==> src/rtl/ode_pkg.sv <==
// Shared definitions for the Euler matrix-vector MAC stage: FSM encoding,
// default Q-format and the saturation limits of the row result.
package ode_pkg;

  typedef enum logic [2:0] {
    StIdle,
    StInit,
    StFetch,
    StDrain,
    StWait,
    StDone
  } state_e;

  localparam int unsigned DATA_SIZE_DEFAULT = 16;
  localparam int unsigned FRAC_BITS_DEFAULT = 8;
  // Extra accumulator headroom above the full product width.
  localparam int unsigned ACC_GUARD = 8;

  // Largest value representable in a signed field of the given width.
  function automatic longint sat_max(int unsigned width);
    return (64'sd1 <<< (width - 1)) - 64'sd1;
  endfunction

  // Smallest value representable in a signed field of the given width.
  function automatic longint sat_min(int unsigned width);
    return -(64'sd1 <<< (width - 1));
  endfunction

endpackage

==> src/rtl/mac_unit.sv <==
// Signed multiply-accumulate with Q-format rescale and saturation of each row sum.
module mac_unit
  import ode_pkg::*;
#(
  parameter int unsigned DATA_SIZE = DATA_SIZE_DEFAULT,
  parameter int unsigned FRAC_BITS = FRAC_BITS_DEFAULT
) (
  input  logic                        clk,
  input  logic                        reset,
  input  logic                        valid,
  input  logic                        first,
  input  logic                        last,
  input  logic [7:0]                  row,
  input  logic signed [DATA_SIZE-1:0] data_mat,
  input  logic signed [DATA_SIZE-1:0] data_vec,
  output logic [DATA_SIZE-1:0]        row_result,
  output logic                        row_valid,
  output logic [7:0]                  row_index
);

  localparam int unsigned PROD_W = 2 * DATA_SIZE;
  localparam int unsigned ACC_W  = PROD_W + ACC_GUARD;
  localparam logic signed [ACC_W-1:0] SAT_HI = ACC_W'(sat_max(DATA_SIZE));
  localparam logic signed [ACC_W-1:0] SAT_LO = ACC_W'(sat_min(DATA_SIZE));

  logic signed [PROD_W-1:0] prod;
  logic signed [ACC_W-1:0]  prod_ext;
  logic signed [ACC_W-1:0]  acc_q, acc_d;
  logic signed [ACC_W-1:0]  shifted;
  logic [DATA_SIZE-1:0]     sat_val;

  // Next accumulator value and the saturated row result it would produce.
  always_comb begin
    prod     = data_mat * data_vec;
    prod_ext = $signed({{ACC_GUARD{prod[PROD_W-1]}}, prod});
    acc_d    = acc_q;
    if (valid) begin
      // Column 0 starts a fresh row sum.
      acc_d = first ? prod_ext : acc_q + prod_ext;
    end
    shifted = acc_d >>> FRAC_BITS;
    if (shifted > SAT_HI) begin
      sat_val = SAT_HI[DATA_SIZE-1:0];
    end else if (shifted < SAT_LO) begin
      sat_val = SAT_LO[DATA_SIZE-1:0];
    end else begin
      sat_val = shifted[DATA_SIZE-1:0];
    end
  end

  // Accumulator plus the held row result, published on the last column of a row.
  always_ff @(posedge clk or negedge reset) begin
    if (!reset) begin
      acc_q      <= '0;
      row_valid  <= 1'b0;
      row_result <= '0;
      row_index  <= '0;
    end else begin
      acc_q     <= acc_d;
      row_valid <= valid & last;
      if (valid && last) begin
        row_result <= sat_val;
        row_index  <= row;
      end
    end
  end

endmodule

==> src/rtl/euler_mac_stage.sv <==
// Matrix-vector pass controller: sequences fetch PCs over an N x N matrix and
// feeds the returned elements to the MAC datapath one cycle later.
module euler_mac_stage
  import ode_pkg::*;
#(
  parameter int unsigned DATA_SIZE = DATA_SIZE_DEFAULT,
  parameter int unsigned FRAC_BITS = FRAC_BITS_DEFAULT
) (
  input  logic                 clk,
  input  logic                 reset,
  input  logic                 start,
  input  logic [7:0]           dim,
  input  logic [DATA_SIZE-1:0] data_mat,
  input  logic [DATA_SIZE-1:0] data_vec,
  output logic                 init_start,
  output logic                 enable,
  output logic                 finished_one_row,
  output logic                 final_done,
  output logic [DATA_SIZE-1:0] row_result,
  output logic                 row_valid,
  output logic [7:0]           row_index,
  output logic                 busy
);

  state_e     state_q, state_d;
  logic [7:0] dim_q, dim_last;
  logic [7:0] col_q, row_q;
  logic       last_col, last_row;

  // Enable-cycle attributes delayed to line up with the RAM read data.
  logic       mac_valid_q, mac_first_q, mac_last_q;
  logic [7:0] mac_row_q;

  assign dim_last = dim_q - 8'd1;
  assign last_col = (col_q == dim_last);
  assign last_row = (row_q == dim_last);
  assign busy     = (state_q != StIdle);

  // Next-state and fetch-control outputs.
  always_comb begin
    state_d          = state_q;
    init_start       = 1'b0;
    enable           = 1'b0;
    finished_one_row = 1'b0;
    final_done       = 1'b0;
    case (state_q)
      StIdle: begin
        if (start && (dim != 8'd0)) state_d = StInit;
      end
      StInit: begin
        init_start = 1'b1;
        state_d    = StFetch;
      end
      StFetch: begin
        enable           = 1'b1;
        finished_one_row = last_col;
        if (last_col && last_row) state_d = StDrain;
      end
      StDrain: begin
        final_done = 1'b1;
        state_d    = StWait;
      end
      StWait: begin
        // Only the final row can complete while waiting here.
        if (row_valid && (row_index == dim_last)) state_d = StDone;
      end
      StDone:  state_d = StIdle;
      default: state_d = StIdle;
    endcase
  end

  // State, latched dimension, row/column counters and the read-latency pipeline.
  always_ff @(posedge clk or negedge reset) begin
    if (!reset) begin
      state_q     <= StIdle;
      dim_q       <= '0;
      col_q       <= '0;
      row_q       <= '0;
      mac_valid_q <= 1'b0;
      mac_first_q <= 1'b0;
      mac_last_q  <= 1'b0;
      mac_row_q   <= '0;
    end else begin
      state_q <= state_d;
      if ((state_q == StIdle) && start && (dim != 8'd0)) dim_q <= dim;
      if (state_q == StInit) begin
        col_q <= '0;
        row_q <= '0;
      end else if (enable) begin
        if (last_col) begin
          col_q <= '0;
          row_q <= last_row ? 8'd0 : row_q + 8'd1;
        end else begin
          col_q <= col_q + 8'd1;
        end
      end
      mac_valid_q <= enable;
      mac_first_q <= (col_q == 8'd0);
      mac_last_q  <= last_col;
      mac_row_q   <= row_q;
    end
  end

  mac_unit #(
    .DATA_SIZE(DATA_SIZE),
    .FRAC_BITS(FRAC_BITS)
  ) u_mac (
    .clk       (clk),
    .reset     (reset),
    .valid     (mac_valid_q),
    .first     (mac_first_q),
    .last      (mac_last_q),
    .row       (mac_row_q),
    .data_mat  (data_mat),
    .data_vec  (data_vec),
    .row_result(row_result),
    .row_valid (row_valid),
    .row_index (row_index)
  );

endmodule
==> config.mk <==
export PLATFORM = sky130hd
export DESIGN_NAME = euler_mac_stage
export DESIGN_NICKNAME = d
export VERILOG_FILES = /design/src/rtl/ode_pkg.sv /design/src/rtl/mac_unit.sv /design/src/rtl/euler_mac_stage.sv
export SDC_FILE = /design/constraint.sdc
export NUM_CORES = 1
export LEC_CHECK = 0
export ABC_AREA = 1
export BUFFER_PORTS_ARGS = -buffer_cell sky130_fd_sc_hd__buf_2
export CAP_MARGIN = 25
export CORE_MARGIN = 3
export CORE_UTILIZATION = 65
export DETAILED_ROUTE_END_ITERATION = 8
export HOLD_SLACK_MARGIN = 0.05
export PLACE_DENSITY = 0.81
export RECOVER_POWER = 50
export SETUP_SLACK_MARGIN = 0.1
export SLEW_MARGIN = 20
export SYNTH_ARGS = -nofsm -noshare
export SYNTH_HDL_FRONTEND = slang
export SYNTH_SLANG_ARGS = --single-unit
==> constraint.sdc <==
create_clock -name clk -period 3.16 [get_ports clk]
set_clock_uncertainty 0.2 [all_clocks]
set_input_delay 0.632 -clock clk [delete_from_list [all_inputs] [get_ports clk]]
set_output_delay 0.632 -clock clk [all_outputs]
set_load 0.01 [all_outputs]
==> results of run 1 <==
timing repair:
action,CTS
setup buffers,69
pin swaps,190
resized for setup,384
cloned,4
endpoints found under the setup margin,54
hold buffers,0
hold endpoints to repair,0
cell usage after synthesis (all sizes together) (2+ instances only):
library cell	n	area, sq um
nand3	120	638.1
ha	125	1564
a211oi	2	15.01
mux2	2	22.52
nand2	863	3359
nor4	3	18.77
and2	4	27.53
nor3b	2	15.01
buf	10	46.30
o211ai	6	45.04
a31oi	11	68.82
xnor2	15	138.9
nand4	27	175.2
o21bai	7	52.55
dfrtp	103	2577
nor3	26	170.2
a21oi	102	529.3
or2	19	118.9
xor2	36	315.3
o21ai	51	262.8
clkbuf	69	259.0
nand3b	5	37.54
nor2	180	738.2
fa	263	5265
inv	737	2771
o22ai	5	31.28
metrics by stage:
step           worst slack [ns]  cell area [sq um]
2_1_floorplan            -4.490              20690
3_3_place_gp             -5.339              23390
3_5_place_dp             -5.503              23390
4_1_cts                  -4.646              25900
layer usage:
| metal | track usage | GRT overflow |
|---|---|---|
| met5 | 0.4856 | 1 |
| met4 | 0.8023 | 20 |
| met2 | 0.9287 | 22 |
| met3 | 0.7471 | 0 |
| met1 | 0.7975 | 1 |
cell families after synthesis:
logic type,Yosys count,synth area share
AOI/OAI and AO/OA,188,0.05372
adders and majority gates,388,0.3537
muxes,3,0.001685
buffers and inverters,817,0.1595
xor gates and xnor gates,51,0.02352
DFF,103,0.1335
and+or+nand+nor,1249,0.2744
==> results.tsv, run 1 <==
stage	metric	value	unit
run_status	error message	[ERROR GRT-0232] Routing congestion too high. Check the congestion heatmap in the GUI.	
logic_synthesis	syn_nets	3230	
place	dpl hpwl	48920	microns
place	port bufs	72	
floorplanning	FP Rows	62	
logic_synthesis	sequential-to-total area share from yosys stat	0.1335	
logic_synthesis	Top FF cell, synth	dfrtp_1	
place	Inst Count DP	3504	
logic_synthesis	Post-synth EDFFs	0	
logic_synthesis	mapped cell area	19310	sq um
floorplanning	num ports	73	
logic_synthesis	Distinct cells, synth	50	
logic_synthesis	Mean Syn Cell Area	6.899	sq um
logic_synthesis	asr flop ratio synth	1.000	
global_routing	global-route usage over all layers	0.8163	
timing	Worst EP Category	register input	
global_routing	aggregate global routing overflow	44	
cts	Root Driver	clkbuf_16	
place	placer's final routability congestion estimate	1.054	
run_status	Fail Step	5_1_grt	
logic_synthesis	Syn Inst Count	2799	
global_routing	largest net degree at the start of global routing	46	
logic_synthesis	synthesized flop and latch total	103	
floorplanning	Die W	178.4	microns
run_status	status	aborted with a tool error	
cts	TritonCTS buffer count	9	
cts	Clock Path Buffers	2	
floorplanning	Starting Density	0.6656	
cts	clk sinks	103	
floorplanning	Die Ht	178.4	microns
logic_synthesis	Ys Warns	0	
timing	GRT repair_timing worst endpoint	u_mac.row_result[4]$_DFFE_PN0P_/D	
cts	H-tree depth	3	
==> inputs of run 2 (changes only) <==
CORE_UTILIZATION = 40   (was 65)
HOLD_SLACK_MARGIN = not set   (was 0.05)
PLACE_DENSITY = not set   (was 0.81)
PLACE_DENSITY_LB_ADDON = 0.15   (was not set)
SETUP_SLACK_MARGIN = not set   (was 0.1)
==> run 2 against run 1 <==
Against the previous run:
- the flow now finishes, with violations (setup timing)
- synthesized cell count did not move
- synthesized area did not move
==> results.tsv, run 2 <==
stage	metric	value	unit	change
logic_synthesis	Post-synth EDFFs	0		unchanged
worst_setup_path	Setup Crit Path Kind	input pin to flip-flop		
cts	cts hold-fix bufs	0		unchanged
logic_synthesis	Commonest cells post-synth	835 x nand2_1, 720 x inv_1, 263 x fa_1, 163 x nor2_1, 125 x ha_1		
cells_and_area	fin cells	3839		
run_status	status	complete, but fails checks		
timing	Max Clk Rate	128.6	MHz	
cts	TritonCTS clock tree	yes		
timing	period utilization	2.461		
floorplanning	Core ar.	47150	sq um	
logic_synthesis	post-synthesis simple-gate area fraction	0.2744		unchanged
logic_synthesis	sequential-to-total area share from yosys stat	0.1335		unchanged
route	post-DR vias/cell	4.878		
logic_synthesis	post-synthesis adder-cell area fraction	0.3537		unchanged
logic_synthesis	Top FF cell, synth	dfrtp_1		
cells_and_area	ant diodes	0		
place	Inst Count DP	3715		+6.0%
place	port bufs	72		unchanged
worst_setup_path	CP max FO	8		
worst_setup_path	R2R Setup Slk	-0.27	ns	
place	placer's final routability congestion estimate	0.9756		-7.4%
worst_setup_path	Critical Path Sink Type	flip-flop		
global_routing	largest net degree at the start of global routing	49		
worst_setup_path	crit path DAT	7.83	ns	
floorplanning	Starting Density	0.4095		-0.2560
worst_setup_path	CP startpoint kind	input pin		
logic_synthesis	Syn Inst Count	2799		unchanged
route	# DRC	0		
global_routing	first-pass GRT wire length	100800	microns	
logic_synthesis	Yosys top cell by area	fa_1		
cts	clock slew at reported path FFs	0.08	ns	
cts	Root Driver	clkbuf_16		
timing	crit path time final	7.777	ns	
logic_synthesis	largest family of logic cells by synthesized area	adder cells		
floorplanning	Die ar.	50950	sq um	
global_routing	initial antenna violation count	0		
cells_and_area	Largest regs	u_mac.acc_q (40), u_mac.row_result (16)		
logic_synthesis	post-synthesis compound-gate area fraction	0.05372		unchanged
cts	clk sinks	103		unchanged
worst_setup_path	Register-to-Register Path Depth	20		
route	post-DR wirelength/cell	16.06	microns	
timing	max_slew headroom	0.2031		
timing	hold slack	0.2596	ns	
floorplanning	FP Rows	79		+27%
run_status	failing checks	setup timing		
route	drt initial violations	965		
logic_synthesis	share of the synthesized area in the top cell type	0.2727		unchanged
worst_setup_path	Worst Setup SP	data_mat[15]		
route	remaining antenna violation count after routing	0		
worst_setup_path	CP Capture Point	u_mac.row_result[7]		
place	dpl hpwl	49850	microns	+1.9%
cells_and_area	most frequent cells in the layout	596 x nand2_1, 593 x inv_1, 330 x buf_4		
cts	TritonCTS buffer count	9		unchanged
logic_synthesis	asr flop ratio synth	1.000		unchanged
worst_setup_path	critical path depth	43		
floorplanning	Die Ht	225.7	microns	+27%
logic_synthesis	syn_nets	3230		unchanged
global_routing	vias in the first global route	19459		
place	worst slack at placement	-5.592	ns	-0.08897 ns
cells_and_area	layout cells sized above 1	0.4050		
cells_and_area	Largest Register	u_mac.acc_q		
worst_setup_path	Worst Path Required	3.21	ns	
global_routing	aggregate global routing overflow	0		
logic_synthesis	mapped cell area	19310	sq um	unchanged
cells_and_area	commonest non-fill, non-tap cell in the layout	nand2_1		
global_routing	global-route usage over all layers	0.2488		
timing	Slew @ Worst Pin	1.195	ns	
timing	Final WS setup	-4.617	ns	
floorplanning	Die W	225.7	microns	+27%
timing	setup violators final	52		
logic_synthesis	Mean Syn Cell Area	6.899	sq um	unchanged
logic_synthesis	post-synthesis xor/xnor area fraction	0.02352		unchanged
timing	Final Hold Fails	0		
min_path	worst hold path class	flip-flop to flip-flop		
worst_setup_path	Worst R2R Start	u_mac.acc_q[0]		
logic_synthesis	top post-synthesis cells by area	fa_1 27%, nand2_1 16%, inv_1 14%		
cells_and_area	# nets final	3658		
worst_setup_path	CP max-delay cell	fa_2		
route	drt first pass iters	7		
logic_synthesis	Ys Warns	0		unchanged
cts	H-tree depth	3		unchanged
logic_synthesis	synthesized flop and latch total	103		unchanged
worst_setup_path	largest stage delay on the critical path	0.62	ns	
worst_setup_path	most used cell, CP	nand2_4		
route	Vias	18727		
cells_and_area	Layout area overhead	45.69	%	
cts	Clock Path Buffers	2		unchanged
worst_setup_path	r2r endpoint	u_mac.row_result[9]		
worst_setup_path	crit-path leading delay family	adder cells		
logic_synthesis	Distinct cells, synth	50		unchanged
timing	max-slew violation count	0		
logic_synthesis	mux cell area share after synthesis	0.001685		unchanged
logic_synthesis	cell with the most instances after synthesis	nand2_1		
route	Routed WL	61670	microns	
flow_run	max cap viols	0		
worst_setup_path	Critical path buffers and inverters	9		
floorplanning	num ports	73		unchanged
cts	Clock Latency Late Sink	0.37	ns	
cells_and_area	max reg flops	40		
timing	RSZ-0062 raised after global routing	true		
run 2: layout make-up:
class / instances / area, sq um
clock buffer: 9 / 225.2
clock inverter: 7 / 75.07
fill: 4170 / 19020
inverter: 738 / 2851
multi-input combinational: 1881 / 17390
sequential: 103 / 2579
tap: 607 / 759.5
timing repair buffer: 494 / 4255
run 2: kinds of logic after synthesis:
kind of cell               count (synthesis)
AOI/OAI and AO/OA                        188
and+or+nand+nor                         1249
DFF                                      103
adders and majority gates                388
xor gates and xnor gates                  51
buffers and inverters                    817
muxes                                      3
run 2: per-layer routing:
| layer | routed length [microns] | vias to the layer above | GRT usage |
|---|---|---|---|
| met3 | 2307 | 77 | 0.02210 |
| met4 | 1356 | 0 | 0.05125 |
| li1 | - | 9046 | - |
| met5 | 0 | - | 0 |
| met1 | 27050 | 9236 | 0.3347 |
| met2 | 30960 | 368 | 0.4392 |
run 2: repair_timing:
item	CTS	global route
gates cloned	3	0
setup endpoints to repair	53	54
resized for setup	609	280
setup buffers	67	46
pin swaps	306	174
run 2: worst min-delay path by stage:
| stage | start | endpoint | depth (start not counted) |
|---|---|---|---|
| 2_1_floorplan | reset | col_q[0] | 0 |
| 3_3_place_gp | mac_row_q[7] | u_mac.row_index[7] | 2 |
| 3_5_place_dp | row_q[0] | mac_row_q[0] | 0 |
| 4_1_cts | reset | u_mac.acc_q[39] | 1 |
| 5_1_grt | row_q[1] | mac_row_q[1] | 0 |
| 6_report | row_q[0] | mac_row_q[0] | 0 |
run 2: through the flow:
stage	TNS (ns)	util	cell area, sq um
after floorplan	-186.91	-	20670
after global placement	-235.39	0.5002	23580
after detailed placement	-236.25	0.5002	23580
after CTS	-192.12	0.5706	26900
after global routing	-207.52	0.5967	28130
final	-194.77	0.5967	28130
Power of run 2 is left out: the tool's default activity adds up to more than one toggle a clock period on the data nets, which glitch-free logic cannot reach.
